<file path="src/rtl/dmem_arbiter_if.sv">
// Bus bundle between the two requesters, the arbiter and the data memory.
// The master side is the requesters plus memory; the slave side is the arbiter.
interface dmem_arbiter_if #(
    parameter int ADDR_W = 32,
    parameter int DATA_W = 32
);
    logic                  req0;
    logic                  req1;
    logic                  we0;
    logic                  we1;
    logic [ADDR_W-1:0]     adr0;
    logic [ADDR_W-1:0]     adr1;
    logic [DATA_W-1:0]     wdata0;
    logic [DATA_W-1:0]     wdata1;
    logic [DATA_W/8-1:0]   mask0;
    logic [DATA_W/8-1:0]   mask1;
    logic                  gnt0;
    logic                  gnt1;
    logic                  rvalid0;
    logic                  rvalid1;
    logic [DATA_W-1:0]     rdata0;
    logic [DATA_W-1:0]     rdata1;
    logic                  err0;
    logic                  err1;
    logic                  mrd;
    logic                  mwr;
    logic [ADDR_W-1:0]     adr;
    logic [DATA_W-1:0]     d_in;
    logic [DATA_W/8-1:0]   data_out_mask;
    logic [DATA_W-1:0]     d_out;

    modport master (
        output req0, req1, we0, we1, adr0, adr1, wdata0, wdata1, mask0, mask1, d_out,
        input  gnt0, gnt1, rvalid0, rvalid1, rdata0, rdata1, err0, err1,
        input  mrd, mwr, adr, d_in, data_out_mask
    );

    modport slave (
        input  req0, req1, we0, we1, adr0, adr1, wdata0, wdata1, mask0, mask1, d_out,
        output gnt0, gnt1, rvalid0, rvalid1, rdata0, rdata1, err0, err1,
        output mrd, mwr, adr, d_in, data_out_mask
    );
endinterface

</file>
<file path="src/rtl/dmem_arbiter.sv">
// Round-robin two-port arbiter and IDLE/ACCESS/RESP sequencer for the data memory.
// Optional mask/alignment checking is enabled with `define DMEM_ARB_ALIGN_CHK_EN.
module dmem_arbiter #(
    parameter int          ADDR_W     = 32,
    parameter int          DATA_W     = 32,
    parameter int unsigned ADDR_LIMIT = 32'd65532
) (
    input  logic           clk,
    input  logic           rst,
    dmem_arbiter_if.slave  bus
);
    localparam int MASK_W = DATA_W / 8;

    typedef enum logic [1:0] {
        IDLE   = 2'b00,
        ACCESS = 2'b01,
        RESP   = 2'b10
    } state_t;

    state_t              state_q, state_d;
    logic                last_q, last_d;
    logic                port_q, port_d;
    logic                we_q, we_d;
    logic [ADDR_W-1:0]   adr_q, adr_d;
    logic [DATA_W-1:0]   wdata_q, wdata_d;
    logic [MASK_W-1:0]   mask_q, mask_d;
    logic [DATA_W-1:0]   rdata_q, rdata_d;

    logic                any_req_s;
    logic                win_s;
    logic                sup_s;

`ifdef DMEM_ARB_ALIGN_CHK_EN
    function automatic logic align_bad(input logic [MASK_W-1:0] m, input logic [1:0] a);
        logic bad;
        case (m)
            4'b0001, 4'b0010, 4'b0100, 4'b1000: bad = 1'b0;
            4'b0011, 4'b1100:                   bad = a[0];
            4'b1111:                            bad = |a;
            default:                            bad = 1'b1;
        endcase
        return bad;
    endfunction
`endif

    // Winner selection and suppression of the latched access.
    always_comb begin
        any_req_s = bus.req0 | bus.req1;
        if (bus.req0 && bus.req1) begin
            win_s = ~last_q;
        end else begin
            win_s = bus.req1;
        end
`ifdef DMEM_ARB_ALIGN_CHK_EN
        sup_s = (adr_q > ADDR_W'(ADDR_LIMIT)) | align_bad(mask_q, adr_q[1:0]);
`else
        sup_s = (adr_q > ADDR_W'(ADDR_LIMIT));
`endif
    end

    // State and latched-request registers; reset makes port 0 the first winner.
    always_ff @(posedge clk or posedge rst) begin
        if (rst) begin
            state_q <= IDLE;
            last_q  <= 1'b1;
            port_q  <= 1'b0;
            we_q    <= 1'b0;
            adr_q   <= '0;
            wdata_q <= '0;
            mask_q  <= '0;
            rdata_q <= '0;
        end else begin
            state_q <= state_d;
            last_q  <= last_d;
            port_q  <= port_d;
            we_q    <= we_d;
            adr_q   <= adr_d;
            wdata_q <= wdata_d;
            mask_q  <= mask_d;
            rdata_q <= rdata_d;
        end
    end

    // Next-state and output decode; gnt is masked during reset because it is combinational.
    always_comb begin
        state_d           = state_q;
        last_d            = last_q;
        port_d            = port_q;
        we_d              = we_q;
        adr_d             = adr_q;
        wdata_d           = wdata_q;
        mask_d            = mask_q;
        rdata_d           = rdata_q;
        bus.gnt0          = 1'b0;
        bus.gnt1          = 1'b0;
        bus.rvalid0       = 1'b0;
        bus.rvalid1       = 1'b0;
        bus.rdata0        = '0;
        bus.rdata1        = '0;
        bus.err0          = 1'b0;
        bus.err1          = 1'b0;
        bus.mrd           = 1'b0;
        bus.mwr           = 1'b0;
        bus.adr           = '0;
        bus.d_in          = '0;
        bus.data_out_mask = '0;

        case (state_q)
            IDLE: begin
                if (any_req_s && !rst) begin
                    bus.gnt0 = ~win_s;
                    bus.gnt1 = win_s;
                    port_d   = win_s;
                    last_d   = win_s;
                    we_d     = win_s ? bus.we1    : bus.we0;
                    adr_d    = win_s ? bus.adr1   : bus.adr0;
                    wdata_d  = win_s ? bus.wdata1 : bus.wdata0;
                    mask_d   = win_s ? bus.mask1  : bus.mask0;
                    state_d  = ACCESS;
                end else begin
                    state_d  = IDLE;
                end
            end
            ACCESS: begin
                bus.adr           = adr_q;
                bus.d_in          = wdata_q;
                bus.data_out_mask = mask_q;
                bus.mrd           = ~we_q & ~sup_s;
                bus.mwr           = we_q & ~sup_s;
                if (!we_q && !sup_s) begin
                    rdata_d = bus.d_out;
                end else begin
                    rdata_d = '0;
                end
                state_d = RESP;
            end
            RESP: begin
                if (port_q) begin
                    bus.rvalid1 = 1'b1;
                    bus.rdata1  = rdata_q;
                    bus.err1    = sup_s;
                end else begin
                    bus.rvalid0 = 1'b1;
                    bus.rdata0  = rdata_q;
                    bus.err0    = sup_s;
                end
                state_d = IDLE;
            end
            default: begin
                state_d = IDLE;
            end
        endcase
    end
endmodule

</file>
<file path="src/flat_wrapper.sv">
// flat-port wrapper written by rule: the top's interface ports become plain ports
module dmem_arbiter_flat 
#(
    parameter int          ADDR_W     = 32,
    parameter int          DATA_W     = 32,
    parameter int unsigned ADDR_LIMIT = 32'd65532
)
  (clk, rst, bus_req0, bus_req1, bus_we0, bus_we1, bus_adr0, bus_adr1, bus_wdata0, bus_wdata1, bus_mask0, bus_mask1, bus_d_out, bus_gnt0, bus_gnt1, bus_rvalid0, bus_rvalid1, bus_rdata0, bus_rdata1, bus_err0, bus_err1, bus_mrd, bus_mwr, bus_adr, bus_d_in, bus_data_out_mask);
  dmem_arbiter_if #(.ADDR_W(ADDR_W), .DATA_W(DATA_W)) bus_i ();
  input  logic clk;
  input  logic rst;
  input wire logic [$bits(bus_i.req0)-1:0] bus_req0;
  input wire logic [$bits(bus_i.req1)-1:0] bus_req1;
  input wire logic [$bits(bus_i.we0)-1:0] bus_we0;
  input wire logic [$bits(bus_i.we1)-1:0] bus_we1;
  input wire logic [$bits(bus_i.adr0)-1:0] bus_adr0;
  input wire logic [$bits(bus_i.adr1)-1:0] bus_adr1;
  input wire logic [$bits(bus_i.wdata0)-1:0] bus_wdata0;
  input wire logic [$bits(bus_i.wdata1)-1:0] bus_wdata1;
  input wire logic [$bits(bus_i.mask0)-1:0] bus_mask0;
  input wire logic [$bits(bus_i.mask1)-1:0] bus_mask1;
  input wire logic [$bits(bus_i.d_out)-1:0] bus_d_out;
  output wire logic [$bits(bus_i.gnt0)-1:0] bus_gnt0;
  output wire logic [$bits(bus_i.gnt1)-1:0] bus_gnt1;
  output wire logic [$bits(bus_i.rvalid0)-1:0] bus_rvalid0;
  output wire logic [$bits(bus_i.rvalid1)-1:0] bus_rvalid1;
  output wire logic [$bits(bus_i.rdata0)-1:0] bus_rdata0;
  output wire logic [$bits(bus_i.rdata1)-1:0] bus_rdata1;
  output wire logic [$bits(bus_i.err0)-1:0] bus_err0;
  output wire logic [$bits(bus_i.err1)-1:0] bus_err1;
  output wire logic [$bits(bus_i.mrd)-1:0] bus_mrd;
  output wire logic [$bits(bus_i.mwr)-1:0] bus_mwr;
  output wire logic [$bits(bus_i.adr)-1:0] bus_adr;
  output wire logic [$bits(bus_i.d_in)-1:0] bus_d_in;
  output wire logic [$bits(bus_i.data_out_mask)-1:0] bus_data_out_mask;
  assign bus_i.req0 = bus_req0;
  assign bus_i.req1 = bus_req1;
  assign bus_i.we0 = bus_we0;
  assign bus_i.we1 = bus_we1;
  assign bus_i.adr0 = bus_adr0;
  assign bus_i.adr1 = bus_adr1;
  assign bus_i.wdata0 = bus_wdata0;
  assign bus_i.wdata1 = bus_wdata1;
  assign bus_i.mask0 = bus_mask0;
  assign bus_i.mask1 = bus_mask1;
  assign bus_i.d_out = bus_d_out;
  assign bus_gnt0 = bus_i.gnt0;
  assign bus_gnt1 = bus_i.gnt1;
  assign bus_rvalid0 = bus_i.rvalid0;
  assign bus_rvalid1 = bus_i.rvalid1;
  assign bus_rdata0 = bus_i.rdata0;
  assign bus_rdata1 = bus_i.rdata1;
  assign bus_err0 = bus_i.err0;
  assign bus_err1 = bus_i.err1;
  assign bus_mrd = bus_i.mrd;
  assign bus_mwr = bus_i.mwr;
  assign bus_adr = bus_i.adr;
  assign bus_d_in = bus_i.d_in;
  assign bus_data_out_mask = bus_i.data_out_mask;
  dmem_arbiter #(.ADDR_W(ADDR_W), .DATA_W(DATA_W), .ADDR_LIMIT(ADDR_LIMIT)) u_core (.clk(clk), .rst(rst), .bus(bus_i));
endmodule
</file>
<file path="config.mk">
export PLATFORM = sky130hd
export DESIGN_NAME = dmem_arbiter_flat
export DESIGN_NICKNAME = d
export VERILOG_FILES = /design/src/rtl/dmem_arbiter_if.sv /design/src/rtl/dmem_arbiter.sv /design/src/flat_wrapper.sv
export SDC_FILE = /design/constraint.sdc
export NUM_CORES = 1
export LEC_CHECK = 0
export ABC_AREA = 1
export CAP_MARGIN = 25
export CORE_MARGIN = 4
export CORE_UTILIZATION = 42
export CTS_CLUSTER_DIAMETER = 120
export CTS_CLUSTER_SIZE = 12
export DETAILED_ROUTE_END_ITERATION = 6
export PLACE_DENSITY = 0.91
export SETUP_SLACK_MARGIN = 0.05
export SYNTH_ARGS = -nofsm -noshare
export SYNTH_HDL_FRONTEND = slang
export SYNTH_SLANG_ARGS = --single-unit
</file>
<file path="constraint.sdc">
create_clock -name clk -period 9.5 [get_ports clk]
set_clock_uncertainty 0.2 [all_clocks]
set_input_delay 1.425 -clock clk [delete_from_list [all_inputs] [get_ports clk]]
set_output_delay 1.425 -clock clk [all_outputs]
set_load 0.01 [all_outputs]
</file>
# ---- Word level (Yosys, flattened, before mapping)
# Cells that the tools add are included.
dict set report word_totals {
  in_bits 174
  ff_bits 105
  word_cells 55
  out_inout_bits 140
}
dict set report op_classes {
  n_reduce_logical 8
  magnitude_cmp 1
  n_eq_ne 2
  n_mux 29
  bitwise 7
}
# cell n
set op_table {}
lappend op_table {{2-to-1 mux 32 bit} 9}
lappend op_table {{> comparator 32 x 16 -> 1 bit (second input constant)} 1}
lappend op_table {{2-to-1 mux 1 bit} 17}
lappend op_table {{2-to-1 mux 4 bit} 2}
lappend op_table {{inverter 1 bit} 4}
lappend op_table {{one-hot mux 2 bit (2 select lines)} 1}
lappend op_table {{logical AND 1 bit} 3}
lappend op_table {{zero test 1 bit} 3}
lappend op_table {{AND 1 bit} 2}
lappend op_table {{equality test 2 x 1 -> 1 bit (second input constant)} 1}
lappend op_table {{equality test 2 bit (second input constant)} 1}
lappend op_table {{zero test 2 bit} 1}
lappend op_table {{AND reduction 2 bit} 1}
lappend op_table {{OR 1 bit} 1}

# ---- Logic depth before layout (Yosys ltp)
dict set report depth {
  word_depth 5
  ltp_mapped 8
  ltp_nobuf 7
}

# ---- Least setup slack after synthesis
# No wires, ideal clock.
dict set report synth_timing {
  kind {input to output}
  start {input bus_req1}
  end {output bus_gnt1}
  n_path_buf 1
  cell_stages 5
  slack_ns 5.828
  t_required_ns 7.875
  arrival_ns 2.047
  path_cell_list {nor2_1 -> nor2_1 -> nand3_2 -> nor2_2 -> buf_2}
}
dict set report synth_via {
  elab_chain_cells 4
  word_cells_on_any_way 6
  classes_between {mux: 3; bitwise: 1; reduce/logical: 2}
}
# element line
set synth_rtl {}
lappend synth_rtl {{from (decl)} flat_wrapper.sv:13} ;# input wire logic [$bits(bus_i.req1)-1:0] bus_req1;
lappend synth_rtl {{logical AND 1 bit / OR 1 bit (equally long branches)} {dmem_arbiter.sv:49, dmem_arbiter.sv:48}}
lappend synth_rtl {{2-to-1 mux 1 bit / logical AND 1 bit (equally long branches)} {dmem_arbiter.sv:49, dmem_arbiter.sv:110}}
lappend synth_rtl {{2-to-1 mux 1 bit *} dmem_arbiter.sv:110} ;# if (any_req_s && !rst) begin
lappend synth_rtl {{2-to-1 mux 1 bit *} dmem_arbiter.sv:108} ;# case (state_q)
lappend synth_rtl {{to (decl)} flat_wrapper.sv:24} ;# output wire logic [$bits(bus_i.gnt1)-1:0] bus_gnt1;
# Every way passes the cells marked *; elsewhere a longest branch is shown, timed or not.

# ---- Final worst setup path
# Ends and elaborated chain as after synthesis.

==> implementation parameters <==
Parameter                              Value

Clocking
  Post-cts sizing count ... 0
  Buffer type at the clock tree root ... clkbuf_16
  CTS sink cnt ... between 100 and 150
  Register clock-pin slew on the reported worst setup and hold paths ... around 70 ps
  Clk Latency, worst-skew pair ... 330 ps
  Quantity of hold-fixing buffers added after cts ... 0
  TritonCTS clock tree ... yes
  Post CTS Setup Buffer Count ... 0
  CTS Buf Count ... 9
  Number of H-tree levels ... 3
  Clock Tree Buf Depth ... 2

STA
  Hold slack final ... 280 ps
  RSZ-0062 raised after global routing ... false
  Count of final hold-check violations ... 0
  Total Neg Setup Slack ... 0 ps
  Maximum clock frequency ... 197 MHz
  Slew @ Worst Pin ... 817 ps
  Share of the clock period used by the worst path after layout ... 0.536
  Number of pins with negative max-slew slack in the final report ... 0
  Worst slew margin relative to its limit ... 0.455
  Final setup violating endpoints ... 0
  Min cycle time layout ... 5090 ps

Synth
  Net count after synthesis ... around 990
  Area of the mapped netlist ... 5550 sq um
  Mean area per synthesized cell ... between 6 and 7 sq um
  Synth Warn # ... 0
  Share of the yosys chip area belonging to registers ... 0.474
  FF+latch count, synth ... 105
  Number of distinct library cells after synthesis ... 18
  Gate count after technology mapping ... 815

Pwr
  IR drop worst, VDD ... 123 uV
  Static leakage ... 4.03 nW
  Total power ... 1.32 mW
  Power density over the cells ... 147 nW/um^2

Final layout
  Share of final-layout standard cells stronger than drive strength 1 ... 0.0281
  NumNets Final ... 1,273
  Fraction of the core area covered by cells at the end of the flow ... 0.703
  Area added between synthesis and finish ... 61.8%
  Inserted Diodes ... 0

GRT
  Overall overflow remaining after global route ... 0
  Via count of the first global-routing pass ... 5,842
  GRT Resource Usage Total ... 0.242
  Largest net degree at the start of global routing ... 76
  Initial antenna violation count ... 0
  First-pass GRT wire length ... 28.9 mm

Route
  Vias ... 5,978
  Wire length reported by the detailed router ... 18.7 mm
  DRC violation count after routing ... 0
  Initial DRT Pass Iterations ... 5
  Routed wirelength normalized by instance count ... 14.6 microns
  Starting DRC count in detailed routing ... 466
  Residual antenna-violating net count after detailed routing ... 0
  Average via count per standard cell ... between 4 and 5

Worst setup path
  Setup slack of the worst register-to-register path ... 7200 ps
  Crit path required time ... just under 8000 ps
  Reg2Reg Launch Point ... u_core.state_q[0]
  Type of the worst setup path ... input port to output pin
  CP startpoint ... bus_req1
  Capturing element type of the critical path ... output pin
  Arrival time reported for the critical path endpoint ... ~3500 ps
  Critical path startpoint category ... input port
  Crit path max fanout ... 75

Run
  Maximum capacitance violations ... 0

Worst hold path
  Startpoint of the lowest-slack hold path ... u_core.state_q[1]
  Type of the most critical hold path ... register to register

Floorplanning
  Area of the die ... 15,100 sq um
  Core region area ... 12,800 sq um
  IO Pins ... 314
  Die span in y ... 123 microns
  Floorplan row count ... a little over 40
  Horizontal extent of the die ... roughly 120 microns
  Initial Utilization ... 0.435

Placed design
  Quantity of I/O buffers inserted on ports ... 313
  Final weighted congestion in routability-driven placement ... 0.807
  HPWL after detailed placement ... 13.8 mm

Outcome
  Status ... completed
==> per-stage QoR <==
stage                     instances  worst slack, ps  area [sq um]
after floorplan                 815             5120          5550
after global placement         1260             4400          8690
after detailed placement       1260             4370          8690
after CTS                      1276             4350          8980
after global routing           1276             4240          8980
final                          1276             4410          8980
==> routing by layer <==
layer / global-route usage / wire length (microns) / up-vias
met5: 0 / 0 / -
met4: 0.0833 / 380 / 0
met3: 0.0727 / 1860 / 25
met2: 0.435 / 9530 / 237
met1: 0.273 / 6890 / 2736
li1: - / - / 2980
==> synthesized netlist by cell type <==
cell | number | area, sq um
nor2_1 | 155 | 582
buf_2 | 39 | 195
o21ai_0 | 1 | 5.00
buf_4 | 2 | 15.0
nand2_2 | 1 | 6.26
nor2_4 | 3 | 33.8
nor2_2 | 2 | 12.5
inv_2 | 4 | 15.0
dfrtp_1 | 104 | 2600
nand2_1 | 288 | 1080
nor3_1 | 1 | 5.00
nor3b_1 | 1 | 7.51
a21oi_1 | 1 | 5.00
buf_6 | 4 | 45.0
nand3_1 | 101 | 505
nand3_2 | 1 | 10.0
dfstp_2 | 1 | 26.3
inv_1 | 106 | 398
==> worst paths after layout <==
| path | cells past startpoint | to |
|---|---|---|
| worst max register to register | 7 | u_core.adr_q[30] |
| max in group asynchronous | 3 | u_core.adr_q[14] |
| min in group asynchronous | 2 | u_core.rdata_q[29] |
| worst min-delay path | 1 | u_core.state_q[1] |
| worst max-delay path | 7 | bus_gnt1 |
| worst min register to register | 1 | u_core.state_q[1] |
==> report_power, final <==
group | leakage (nW) | internal [mW] | total (mW) | switching, mW
sequential | 1.35 | 0.531 | 0.587 | 0.0559
combinational | 2.55 | 0.182 | 0.363 | 0.181
clock | 0.137 | 0.213 | 0.372 | 0.160
total | 4.03 | 0.925 | 1.32 | 0.397
==> flip-flops by register name, summed over array words and instances (netlist names) <==
signal / flops
u_core.wdata_q: 32
u_core.we_q: 1
u_core.rdata_q: 32
u_core.state_q: 2
u_core.mask_q: 4
u_core.port_q: 1
u_core.adr_q: 32
u_core.last_q: 1
==> critical path, cell delays in order <==
cell and delay, ps:
clkdlybuf4s50_1 420, nor2_1 270, nor2_1 90, nand3_2 60, buf_4 610, nor2_4 50
clkdlybuf4s50_1 500
==> area by class of cell <==
class,count,area (sq um)
Clock buffer,14,254
Inverter,110,417
Sequential cell,105,2630
Multi-Input combinational cell,555,2260
Clock inverter,2,37.5
Timing Repair Buffer,318,3170
Fill cell,991,3790
Tap cell,172,215
==> cells by family after synthesis <==
kind of cell	after synthesis	share of synthesized area
buf+inv	155	0.120
compound gates	2	0.00180
simple gates	553	0.404
flops	105	0.474
==> placed cells by master, fill, tap and decap left out <==
| master | instances |
|---|---|
| clkdlybuf4s50_1 | 313 |
| nand2_1 | 288 |
| nor2_1 | 155 |
| inv_1 | 104 |
| dfrtp_1 | 104 |
| nand3_1 | 101 |
| clkbuf_16 | 9 |
| buf_4 | 5 |
| inv_2 | 4 |
| nor2_4 | 4 |
| clkbuf_1 | 4 |
| nand3_2 | 1 |
| nor2_2 | 1 |
| nand2_2 | 1 |
| clkinv_2 | 1 |
| nor3_1 | 1 |
| nor3b_1 | 1 |
| inv_4 | 1 |
| a21oi_1 | 1 |
| o21ai_0 | 1 |
| bufinv_16 | 1 |
| clkbuf_8 | 1 |
| clkinvlp_4 | 1 |
| dfstp_2 | 1 |
No activity file was read; power rests on OpenSTA's default activity.
==> patch 1 (same flow settings) <==
`adr_q`, `wdata_q` and `rdata_q` no longer have a reset.
--- a/src/rtl/dmem_arbiter.sv
+++ b/src/rtl/dmem_arbiter.sv
@@ -67,6 +67,3 @@
             we_q    <= 1'b0;
-            adr_q   <= '0;
-            wdata_q <= '0;
             mask_q  <= '0;
-            rdata_q <= '0;
         end else begin
@@ -76,7 +73,10 @@
             we_q    <= we_d;
-            adr_q   <= adr_d;
-            wdata_q <= wdata_d;
             mask_q  <= mask_d;
-            rdata_q <= rdata_d;
         end
+    end
+
+    always_ff @(posedge clk) begin
+        adr_q   <= adr_d;
+        wdata_q <= wdata_d;
+        rdata_q <= rdata_d;
     end
Formal check against the unedited RTL: same outputs for any inputs over 10 cycles, from zero or initial values and one cycle with rst high; that may be too few to reach the edited logic, so the function may still have changed.
==> patch 1 against the unedited design <==
- sequential cell count did not move
- count of clock-buffer cells in the layout is 5 lower
- total power down 7.0%
- design area up 1.1%
- worst setup slack got worse by 0.20 ns
- clock power fell by 4%
- area after synthesis rose by 0.23%
- core utilization rose by 0.77 points
- routed wire length down 13%
- critical path type unchanged
- critical endpoint is now bus_gnt0
- largest cell class unchanged
- largest power group unchanged
==> patch 1: results (changes against the unedited design) <==
first-pass GRT wire length: 23200 um (was 28900 um)
RR Startpoint: u_core.last_q (was u_core.state_q[0])
sequential area share after synthesis: 0.559 (was 0.474)
Setup Buffers After CTS: 0 (unchanged)
crit path launch: bus_req0 (was bus_req1)
diode count: 0 (unchanged)
number of synthesized flops with an enable pin: 96 (was 0)
Crit Reg-Reg Endpoint: u_core.adr_q[28] (was u_core.adr_q[30])
Reg2Reg Depth: 4 (was 7)
Least-Margin Pin Slew: 0.851 ns (was 0.817 ns)
fraction of registers with async set/reset: 0.0857 (was 1.00)
end point of the critical path: bus_gnt0 (was bus_gnt1)
starting DRC count in detailed routing: 266 (was 466)
GRT Total Usage: 0.202 (was 0.242)
Synth top cells by count: nor2_1, inv_1, edfxtp_1, mux2_2, nand2_1 (was nand2_1, nor2_1, inv_1, dfrtp_1, nand3_1)
Layout Nets: 1057 (was 1273)
layout cell share with drive strength beyond 1: 0.132 (was 0.0281)
Data arrival, critical path: 3.67 ns (was 3.46 ns)
top post-synthesis cells by area: edfxtp_1, mux2_2, nor2_1 (was dfrtp_1, nand2_1, nor2_1)
Int Pwr: 0.925 mW (about the same)
Routed WL: 16300 um (was 18700 um)
post-detail-place hpwl: 13000 um (was 13800 um)
Peak VDD IR: 0.000114 V (was 0.000123 V)
DRT Pass-1 Iters: 4 (was 5)
filler cell count: 908 (was 991)
via count: 4758 (was 5978)
Synthesized Nets: 752 (was 989)
Reg2Reg Setup Slack: 7.27 ns (was 7.20 ns)
largest net degree at the start of global routing: 68 (was 76)
gpl congestion: 0.797 (was 0.807)
Pleak: 3.85 nW (was 4.03 nW)
Synth cell types: 21 (was 18)
status: finished, final reports clean (unchanged)
dpl cell area: 8790 sq um (was 8690 sq um)
crit-path max FO: 67 (was 75)
==> patch 1: cell types whose count changed after synthesis, moves of 2 or more <==
cell,change
nor2_4,-2
nor2_1,-6
buf_4,-2
edfxtp_1,+96
mux2_1,+9
nor2_2,+34
nand3_1,-96
clkbuf_1,+5
inv_1,+41
nand2_1,-250
buf_6,+3
mux2_2,+55
buf_2,-28
dfrtp_1,-96
==> patch 1: area by class of cell <==
class,count,area [sq um],area share
repair buffers,317,3160,0.348
flip-flops and latches,105,3110,0.342
multi-input cells,299,1740,0.192
inverters,151,567,0.0624
clock buffers,9,225,0.0248
well taps,172,215,0.0237
clock inverters,7,61.3,0.00675
==> patch 1: cell families (layout without fill, tap and decap cells) <==
kind of cell | after synthesis | count (layout) | synth area share
compound gates | 2 | 2 | 0.00180
buf+inv | 174 | 484 | 0.129
flops | 105 | 105 | 0.559
mux | 64 | 64 | 0.130
simple gates | 233 | 233 | 0.180
==> patch 1: power groups by stage <==
stage                     sequential (mW)  clock, mW  combinational [mW]
final                               0.572      0.356               0.301
after global routing                0.576      0.383               0.327
after CTS                           0.572      0.365               0.306
after detailed placement            0.582          0               0.305
after global placement              0.580          0               0.299
after floorplan                     0.577          0               0.140
==> patch 1: worst max-delay path, delay by kind of cell <==
kind                   cells  cell delay (ns)
AND/OR/NAND/NOR            4             0.54
buffers and inverters      3             1.71
==> patch 1: metal layers <==
metal  global-route usage  up-vias  share of wire  wire length (um)
met1                0.197     2165           0.35              5730
met2                0.390      218           0.53              8600
met4               0.0630        0          0.020               329
li1                     -     2354              -                 -
met3               0.0773       21           0.10              1630
met5                    0        -              0                 0
==> patch 1: worst min-delay path by stage <==
stage / startpoint / end / slack, ns
6_report: u_core.mask_q[3] / u_core.mask_q[3] / 0.30
5_1_grt: u_core.mask_q[0] / u_core.mask_q[0] / 0.33
4_1_cts: u_core.mask_q[3] / u_core.mask_q[3] / 0.31
3_5_place_dp: u_core.mask_q[3] / u_core.mask_q[3] / 0.29
3_3_place_gp: u_core.mask_q[1] / u_core.mask_q[1] / 0.28
2_1_floorplan: u_core.mask_q[0] / u_core.mask_q[0] / 0.27
==> patch 1: through the flow <==
stage,setup slack (ns),instances
2_1_floorplan,5.86,578
3_3_place_gp,4.24,1044
3_5_place_dp,4.18,1044
4_1_cts,4.19,1060
5_1_grt,4.05,1060
6_report,4.21,1060
==> patch 2 (config.mk and constraints unchanged) <==
Without the edit above. The option `DMEM_ARB_ALIGN_CHK_EN` is turned on by a define.
--- a/src/rtl/dmem_arbiter.sv
+++ b/src/rtl/dmem_arbiter.sv
@@ -2,2 +2,4 @@
 // Optional mask/alignment checking is enabled with `define DMEM_ARB_ALIGN_CHK_EN.
+`define DMEM_ARB_ALIGN_CHK_EN
+
 module dmem_arbiter #(
Function: changed (Yosys sat finds a counterexample within 4 cycles, from zero or initial values and one cycle with rst high).
==> patch 2 against the unedited design <==
- worst setup slack gained 0.0060 ns
- critical path type unchanged
- clock power grew 3%
- total power increased by 2.8%
- via count grew 3.6%
- critical path depth stayed put
- design area up 1.6%
- sequential cell count unchanged
- routed wire length is 8.0% higher
- area after synthesis is 0.90% higher
==> patch 2: results (changes against the unedited design) <==
top post-synthesis cells by area: dfrtp_1, nand2_1, nor2_1 (unchanged)
filler cell count: 1008 (was 991)
first-pass GRT wire length: 30700 um (was 28900 um)
Syn. warnings: 0 (unchanged)
starting DRC count in detailed routing: 365 (was 466)
initial antenna violation count: 0 (unchanged)
Routed WL: 20200 um (was 18700 um)
RR Startpoint: u_core.last_q (was u_core.state_q[0])
total CTS buffers: 9 (unchanged)
GRT Total Usage: 0.257 (was 0.242)
DRT Pass-1 Iters: 5 (unchanged)
vias in the first global route: 6107 (was 5842)
status: finished, final reports clean (unchanged)
fraction of registers with async set/reset: 1.00 (unchanged)
crit-path max FO: 43 (was 75)
crit path launch: rst (was bus_req1)
IO Port Bufs: 313 (unchanged)
min-delay src: u_core.rdata_q[31] (was u_core.state_q[1])
deepest clock path buffer count: 2 (unchanged)
Root Buffer Master: clkbuf_16 (unchanged)
Post-Place Setup Slack: 4.39 ns (was 4.37 ns)
DR WL/cell: 16.2 um (was 14.6 um)
Setup Buffers After CTS: 0 (unchanged)
Layout Nets: 1238 (was 1273)
vias per cell: 4.99 (was 4.68)
diode count: 0 (unchanged)
Synth top cells by count: nand2_1, nor2_1, inv_1, dfrtp_1, o211ai_1 (was nand2_1, nor2_1, inv_1, dfrtp_1, nand3_1)
Regs by FF count: u_core.adr_q x32, u_core.rdata_q x32, u_core.wdata_q x32 (unchanged)
post_cts resized: 0 (unchanged)
Hold WC Path Type: register to register (unchanged)
Pleak: 3.82 nW (was 4.03 nW)
Data arrival, critical path: 3.46 ns (about the same)
Clk pin slew, worst setup/hold paths: 0.06 ns
post-detail-place hpwl: 14700 um (was 13800 um)
placed insts: 1224 (was 1260)
Peak VDD IR: 0.0000864 V (was 0.000123 V)
Synth cell types: 21 (was 18)
Least-Margin Pin Slew: 1.09 ns (was 0.817 ns)
Synthesized Nets: 952 (was 989)
sequential area share after synthesis: 0.469 (was 0.474)
Synth Instances: 778 (was 815)
gpl congestion: 0.787 (was 0.807)
layout cell share with drive strength beyond 1: 0.0337 (was 0.0281)
largest net degree at the start of global routing: 101 (was 76)
# H-tree levels: 3 (unchanged)
-- patch 2: area by class of cell --
cell class	count	area (sq um)	share of cell area
flip-flops and latches	105	2630	0.288
well taps	172	215	0.0236
clock buffers	12	256	0.0281
clock inverters	4	51.3	0.00562
repair buffers	322	3220	0.353
inverters	116	439	0.0481
multi-input cells	510	2310	0.254
-- patch 2: path summary, 6_finish.rpt --
check | endpoint | slack (ns) | cells after the start
worst max-delay path | bus_gnt1 | 4.42 | 7
worst min-delay path | u_core.rdata_q[31] | 0.28 | 2
worst max register to register | u_core.wdata_q[29] | 7.35 | 7
worst min register to register | u_core.rdata_q[31] | 0.28 | 2
max in group asynchronous | u_core.wdata_q[30] | 6.56 | 3
min in group asynchronous | u_core.adr_q[19] | 1.29 | 2
-- patch 2: critical path, stage by stage --
cell and delay, ns:
clkdlybuf4s50_1 0.45, inv_4 0.41, o21ai_1 0.21, nor3_4 0.18, inv_2 0.12, nor2_4 0.10, clkdlybuf4s50_1 0.54
-- patch 2: kinds of logic after synthesis --
| group | after synthesis | synth area share |
|---|---|---|
| simple gates | 440 | 0.319 |
| flops | 105 | 0.469 |
| buf+inv | 163 | 0.118 |
| compound gates | 70 | 0.0929 |
-- patch 2: per-layer routing --
layer  global-route usage  vias to the layer above  wire (um)
met1                0.305                     2911       7560
li1                     -                     2983          -
met2                0.449                      271      10200
met4               0.0740                        0        427
met3               0.0801                       27       2010
met5                    0                        -          0
-- patch 2: through the flow --
stage	instance area [sq um]	hold WS, ns
finish	9130	0.280
global route	9130	0.307
CTS	9100	0.284
detailed placement	8790	0.266
global placement	8790	0.261
floorplan	5600	0.248
-- patch 2: where the power goes --
part / internal (mW) / leakage, nW / switching (mW)
Clock: 0.219 / 0.149 / 0.164
Sequential: 0.530 / 1.35 / 0.0382
Combinational: 0.189 / 2.32 / 0.218
Total: 0.939 / 3.82 / 0.421
